## src/rtl/z80_incdec_pkg.sv

```systemverilog
// z80_incdec_pkg: shared types and constants for the INC r / DEC r sequencer
// and its ALU. Register codes follow the Z80 "r" field encoding.
package z80_incdec_pkg;

    typedef enum logic [2:0] {
        ST_IDLE,
        ST_FETCH,
        ST_EXEC,
        ST_RETIRE,
        ST_TRAP
    } state_t;

    // Z80 "r" field encoding; code 6 is (HL), which this block never executes.
    localparam logic [2:0] REG_B      = 3'd0;
    localparam logic [2:0] REG_C      = 3'd1;
    localparam logic [2:0] REG_D      = 3'd2;
    localparam logic [2:0] REG_E      = 3'd3;
    localparam logic [2:0] REG_H      = 3'd4;
    localparam logic [2:0] REG_L      = 3'd5;
    localparam logic [2:0] REG_HL_IND = 3'd6;
    localparam logic [2:0] REG_A      = 3'd7;

    // F register layout {S,Z,F5,H,F3,V,N,C}.
    localparam logic [7:0] FLAG_S_BIT  = 8'h80;
    localparam logic [7:0] FLAG_Z_BIT  = 8'h40;
    localparam logic [7:0] FLAG_F5_BIT = 8'h20;
    localparam logic [7:0] FLAG_H_BIT  = 8'h10;
    localparam logic [7:0] FLAG_F3_BIT = 8'h08;
    localparam logic [7:0] FLAG_V_BIT  = 8'h04;
    localparam logic [7:0] FLAG_N_BIT  = 8'h02;
    localparam logic [7:0] FLAG_C_BIT  = 8'h01;

    // Flags INC/DEC pass through unchanged from the current F.
    localparam logic [7:0] FLAG_KEEP_MASK = FLAG_F5_BIT | FLAG_F3_BIT | FLAG_C_BIT;

    // INC r = 00rrr100, DEC r = 00rrr101: bits[7:6]=00 and bits[2:1]=10.
    localparam logic [7:0] OP_INCDEC_MASK  = 8'hC6;
    localparam logic [7:0] OP_INCDEC_MATCH = 8'h04;

    // True for INC r / DEC r with a plain register operand.
    function automatic logic is_incdec(input logic [7:0] op);
        return ((op & OP_INCDEC_MASK) == OP_INCDEC_MATCH) && (op[5:3] != REG_HL_IND);
    endfunction

endpackage

```

## src/rtl/z80_incdec_alu.sv

```systemverilog
// z80_incdec_alu: combinational 8-bit increment/decrement with Z80 flag
// generation. S, Z, H, V and N are computed; F5, F3 and C pass through.
module z80_incdec_alu
    import z80_incdec_pkg::*;
(
    input  logic [7:0] operand,
    input  logic       is_dec,
    input  logic [7:0] f_in,
    output logic [7:0] result,
    output logic [7:0] flags
);

    // Compute the mod-256 result and assemble the new F value.
    always_comb begin
        // NOTE: every output gets a default before any conditional update, so no latch is inferred.
        result = is_dec ? (operand - 8'd1) : (operand + 8'd1);
        flags  = f_in & FLAG_KEEP_MASK;
        if (result[7]) flags = flags | FLAG_S_BIT;
        if (result == 8'h00) flags = flags | FLAG_Z_BIT;
        if (is_dec) begin
            // Borrow out of the low nibble, and signed overflow from 0x80.
            if (operand[3:0] == 4'h0) flags = flags | FLAG_H_BIT;
            if (operand == 8'h80) flags = flags | FLAG_V_BIT;
            flags = flags | FLAG_N_BIT;
        end else begin
            // Carry out of the low nibble, and signed overflow from 0x7F.
            if (operand[3:0] == 4'hF) flags = flags | FLAG_H_BIT;
            if (operand == 8'h7F) flags = flags | FLAG_V_BIT;
        end
    end

endmodule

```

## src/rtl/z80_incdec_sequencer.sv

```systemverilog
// z80_incdec_sequencer: fetches an opcode at IP, executes INC r / DEC r in a
// single EXEC cycle (register and flag writeback together), then retires and
// advances IP. Any other opcode parks the block in TRAP until reset.
// Define Z80FI_EN to add the formal-interface retirement record outputs.
module z80_incdec_sequencer
    import z80_incdec_pkg::*;
#(
    parameter logic [15:0] RESET_IP = 16'h0000
) (
    input  logic        clk,
    input  logic        reset,
    input  logic        run,
    output logic        mem_rd,
    output logic [15:0] mem_addr,
    input  logic        mem_ready,
    input  logic [7:0]  mem_data,
    output logic [2:0]  rf_raddr,
    input  logic [7:0]  rf_rdata,
    output logic        rf_we,
    output logic [2:0]  rf_waddr,
    output logic [7:0]  rf_wdata,
    input  logic [7:0]  f_in,
    output logic        f_we,
    output logic [7:0]  f_wdata,
    output logic [15:0] ip,
    output logic        busy,
    output logic        illegal,
`ifdef Z80FI_EN
    output logic        z80fi_valid,
    output logic [7:0]  z80fi_insn,
    output logic [3:0]  z80fi_insn_len,
    output logic [15:0] z80fi_reg_ip_in,
    output logic [7:0]  z80fi_reg_f_in,
    output logic [7:0]  z80fi_reg_f_out,
`endif
    output logic        retire
);

    state_t      state, state_nxt;
    logic [15:0] ip_q;
    logic [2:0]  reg_q;   // latched r field
    logic        dec_q;   // latched opcode[0]: 1 = DEC
    logic [7:0]  alu_result;
    logic [7:0]  alu_flags;

    z80_incdec_alu u_alu (
        .operand (rf_rdata),
        .is_dec  (dec_q),
        .f_in    (f_in),
        .result  (alu_result),
        .flags   (alu_flags)
    );

    // State register.
    always_ff @(posedge clk) begin
        // NOTE: clocked state uses non-blocking assignments so every flop samples pre-edge values.
        if (reset) state <= ST_IDLE;
        else       state <= state_nxt;
    end

    // Instruction pointer: advances once per retired instruction, wraps at 16 bits.
    always_ff @(posedge clk) begin
        if (reset)                   ip_q <= RESET_IP;
        else if (state == ST_RETIRE) ip_q <= ip_q + 16'd1;
    end

    // Opcode latch: only the fields EXEC needs are kept.
    always_ff @(posedge clk) begin
        if (reset) begin
            reg_q <= 3'd0;
            dec_q <= 1'b0;
        end else if (state == ST_FETCH && mem_ready) begin
            reg_q <= mem_data[5:3];
            dec_q <= mem_data[0];
        end
    end

    // Next-state and control outputs; strobes are suppressed on a reset cycle.
    always_comb begin
        state_nxt = state;
        mem_rd    = 1'b0;
        rf_we     = 1'b0;
        f_we      = 1'b0;
        retire    = 1'b0;
        rf_raddr  = REG_B;
        busy      = 1'b0;
        illegal   = 1'b0;
        case (state)
            ST_IDLE: begin
                if (run) state_nxt = ST_FETCH;
            end
            ST_FETCH: begin
                busy   = 1'b1;
                mem_rd = 1'b1;
                if (mem_ready) state_nxt = is_incdec(mem_data) ? ST_EXEC : ST_TRAP;
            end
            ST_EXEC: begin
                busy      = 1'b1;
                rf_raddr  = reg_q;
                rf_we     = 1'b1;
                f_we      = 1'b1;
                state_nxt = ST_RETIRE;
            end
            ST_RETIRE: begin
                busy      = 1'b1;
                retire    = 1'b1;
                state_nxt = run ? ST_FETCH : ST_IDLE;
            end
            ST_TRAP: begin
                illegal = 1'b1;
            end
            default: state_nxt = ST_IDLE;
        endcase
        if (reset) begin
            mem_rd = 1'b0;
            rf_we  = 1'b0;
            f_we   = 1'b0;
            retire = 1'b0;
        end
    end

    assign mem_addr = ip_q;
    assign ip       = ip_q;
    assign rf_waddr = reg_q;
    assign rf_wdata = alu_result;
    assign f_wdata  = alu_flags;

`ifdef Z80FI_EN
    logic [7:0] insn_q;
    logic [7:0] fi_f_in_q;
    logic [7:0] fi_f_out_q;

    // Retirement record capture: full opcode at fetch, F before/after at EXEC.
    always_ff @(posedge clk) begin
        if (reset) begin
            insn_q     <= 8'h00;
            fi_f_in_q  <= 8'h00;
            fi_f_out_q <= 8'h00;
        end else begin
            if (state == ST_FETCH && mem_ready) insn_q <= mem_data;
            if (state == ST_EXEC) begin
                fi_f_in_q  <= f_in;
                fi_f_out_q <= alu_flags;
            end
        end
    end

    assign z80fi_valid     = retire;
    assign z80fi_insn      = insn_q;
    assign z80fi_insn_len  = 4'd1;
    assign z80fi_reg_ip_in = ip_q;
    assign z80fi_reg_f_in  = fi_f_in_q;
    assign z80fi_reg_f_out = fi_f_out_q;
`endif

endmodule

```

## config.mk

```make
export PLATFORM = sky130hd
export DESIGN_NAME = z80_incdec_sequencer
export DESIGN_NICKNAME = d
export VERILOG_FILES = /design/src/rtl/z80_incdec_pkg.sv /design/src/rtl/z80_incdec_alu.sv /design/src/rtl/z80_incdec_sequencer.sv
export SDC_FILE = /design/constraint.sdc
export NUM_CORES = 1
export LEC_CHECK = 0
export ABC_CLOCK_PERIOD_IN_PS = 4500
export BUFFER_PORTS_ARGS = -buffer_cell sky130_fd_sc_hd__buf_2
export CORE_MARGIN = 1
export CORE_UTILIZATION = 40
export CTS_CLUSTER_DIAMETER = 60
export DETAILED_ROUTE_END_ITERATION = 7
export PLACE_DENSITY = 0.72
export SYNTH_ARGS = -nofsm -noshare
export SYNTH_HDL_FRONTEND = slang
export SYNTH_SLANG_ARGS = --single-unit
```

## constraint.sdc

```tcl
create_clock -name clk -period 4.5 [get_ports clk]
set_input_delay 0 -clock clk [delete_from_list [all_inputs] [get_ports clk]]
set_output_delay 0 -clock clk [all_outputs]
set_load 0.05 [all_outputs]
```

==> impl_results.md <==
* Status: completed
* Initial antenna violation count at 0
* Fin. max-slew vios at 0
* H-tree depth at 1
* Post-Route Skew at between 0.007 and 0.008 ns
* Register area share after synthesis at 28.4%
* Worst vdd ir at 0.000147 V
* Post-Syn Area per Cell at 8.22 um^2
* Minimum clock period at 2.61 ns
* Critical Path RT at between 4 and 5 ns
* Post-Syn Nets at 234
* Final net count at slightly below 300
* Fmax at 0.383 GHz
* Period utilization at 58.0%
* Mapped Cells at 197
* Non-filler cells in the finished layout at 300
* CP Cell Sequence: inv_1, fa_1, and2b_1, o31ai_4, a2111oi_2, nor4b_2, buf_2
* Crit Path Class: reg2out
* Total routed wirelength at 3260 um
* R2R Setup Slk at 2.85 ns
* CP Capture Type: output pin
* CP max stage cell: dfxtp_1
* Data arrival, critical path at 2.61 ns
* Max incr delay on CP at 0.61 ns
* Drt drc at 0
* Initial Utilization at 42.9%
* Fraction of layout cells with a size suffix above 1 at 34.5%
* Die H at 65.6 um
* Antenna diode instance count at 0
* Power density cells at between 200 and 250 nW/um^2
* First-pass GRT wire length at between 5000 and 6000 um
* Post-CTS Setup Inserts at 0
* Clk_lat worst skew at 0.26 ns
* Async set-reset flop share out of synthesis at 0%
* Row count at 22
* Netlist Area Pre-Place at 1620 um^2
* Setup crit start kind: flip-flop
* TritonCTS Buffers at 3
* Global-route usage over all layers at 15.9%
* Worst path bufs/invs at 2
* Die area at 4310 um^2
* Vias after detailed routing at 1472
* Hold buffers post-CTS at 3
* Largest net degree at the start of global routing at 27
* Worst hold-check path type: in2out
* DP Wirelength at 2490 um
* Leakage at about 1 nW
* Actual slew at the worst max-slew pin at 0.799 ns
* Slew headroom at 46.3%
* CTS clk-pin slew, worst paths at 0.07 ns
* CTS tree: built
* Seq cells post-synth at 23
* Vias per inst at 4.91
* Crit path max-delay family: flip-flops
* Post-route ant nets at 0
* Per-cell routed wire length at approximately 11 um
* Setup TNS at 0 ns
* Cell Area, Placed at between 1500 and 2000 um^2
* Initial detailed-routing violation count at 20
* Count of yosys warnings during synthesis at 0
* Post-synth EDFFs at 0
* Die width at between 60 and 70 um
* Critical path fanouts, max at 13
* Final hold violations at 0
* Total power at 0.000479 W
* Top FF cell, synth: dfxtp_1
* Final setup violation count at 0
* Post-cts sizing count at 0
* Worst Hold Slack at between 0.00002 and 0.000025 ns
* Vias in the first global route at 1236
* # IOs at 88
* Core region area at 3770 um^2
* Gr ovfl total at 0
* Fin area at between 1500 and 2000 um^2
* Placed cell count at between 200 and 300
* P&R area growth vs syn at 20.1%
* RSZ-0062 raised after global routing: no
* Root Driver: clkbuf_8
* First-pass DRT Iterations at 4
* Unique masters post-synth at 40
* # fillers at 374
* Clock sink total at 23
* Clock Path Buffers at 2
* Final GP Congestion at 0.815
* Max-cap violations at 0
* PortBufs at 76
cells in the mapped netlist (2+ instances only):
cell type	count	share of area, %
and3_1	4	1.5
clkbuf_1	3	0.70
a21o_1	2	0.93
and2_1	6	2.3
a21oi_1	5	1.5
nand4_1	4	1.5
o21ai_0	8	2.5
nand3_1	6	1.9
nor2_1	25	5.8
buf_4	22	10
xnor2_1	8	4.3
inv_1	8	1.9
a211o_1	2	1.1
o21a_1	2	0.93
buf_2	3	0.93
dfxtp_1	23	28
and4_1	2	1.1
nor3b_1	2	0.93
nor3_1	6	1.9
ha_1	8	6.2
mux2i_1	5	3.1
nand2_1	14	3.2
xor2_1	12	6.5
worst paths after layout:
| kind | startpoint | endpoint | cells after the start |
|---|---|---|---|
| setup / recovery | dec_q$_SDFFE_PP0P_ | f_wdata[6] | 7 |
| setup reg to reg | state[0]$_SDFFE_PP0P_ | rf_waddr[1]$_SDFFE_PP0P_ | 4 |
| hold / removal | f_in[5] | f_wdata[5] | 0 |
| hold reg to reg | ip[1]$_SDFFE_PP0N_ | ip[1]$_SDFFE_PP0N_ | 2 |
report_power, final:
group / leakage, nW / internal, W / switching, W
Clock: 0.0255 / 0.0000617 / 0.0000621
Sequential: 0.186 / 0.000207 / 0.00000545
Combinational: 0.778 / 0.0000428 / 0.000100
kinds of logic (layout without fill, tap and decap cells):
group	count (synthesis)	count (layout)	synth area share [%]
compound gates	23	23	10.2
xor+xnor	20	20	10.8
fa+ha+maj	9	9	7.42
buf+inv	36	91	13.7
flops	23	23	28.4
mux	5	5	3.09
simple gates	81	81	26.4
area by class of cell:
cell class | instances | area [um^2] | share of cell area, %
clock buffer | 3 | 41.3 | 2.12
clock inverter | 1 | 5.00 | 0.257
inverter | 8 | 30.0 | 1.54
multi-input combinational | 138 | 937 | 48.2
sequential | 23 | 460 | 23.7
tap | 48 | 60.1 | 3.09
timing repair buffer | 79 | 410 | 21.1
layer usage:
layer | GRT usage [%] | vias to the layer above | wire [um]
met5 | 0 | - | 0
met4 | 5.71 | 0 | 40
met1 | 19.8 | 663 | 1540
met2 | 27.6 | 45 | 1510
met3 | 2.08 | 4 | 163
li1 | - | 760 | -
flip-flops by register name (all words and copies together) (netlist names):
register	count
rf_waddr	3
ip	16
state	3
dec_q	1
cells in the final DEF, fill, tap and decap left out, drive strengths merged, types with 2 or more instances in the layout:
master,n
nand2,14
and2,6
and3,4
nor3b,2
ha,8
o21a,2
xor2,12
nor4b,2
a21oi,6
clkbuf,3
dfxtp,23
and4,2
dlygate4sd3,3
inv,8
o21ai,8
mux2i,5
nand3,6
buf,76
a21o,2
and2b,2
nand4,4
a211o,2
xnor2,8
nor2,26
nor3,6
or4,2
per-stage QoR:
| stage | utilization, % | worst slack, ns |
|---|---|---|
| final | 51.6 | 1.89 |
| after detailed placement | 49.5 | 2.17 |
| after CTS | 51.6 | 1.88 |
| after global placement | 49.5 | 2.21 |
| after floorplan | - | 1.53 |
| after global routing | 51.6 | 1.72 |
(Power assumes the default switching activity.)
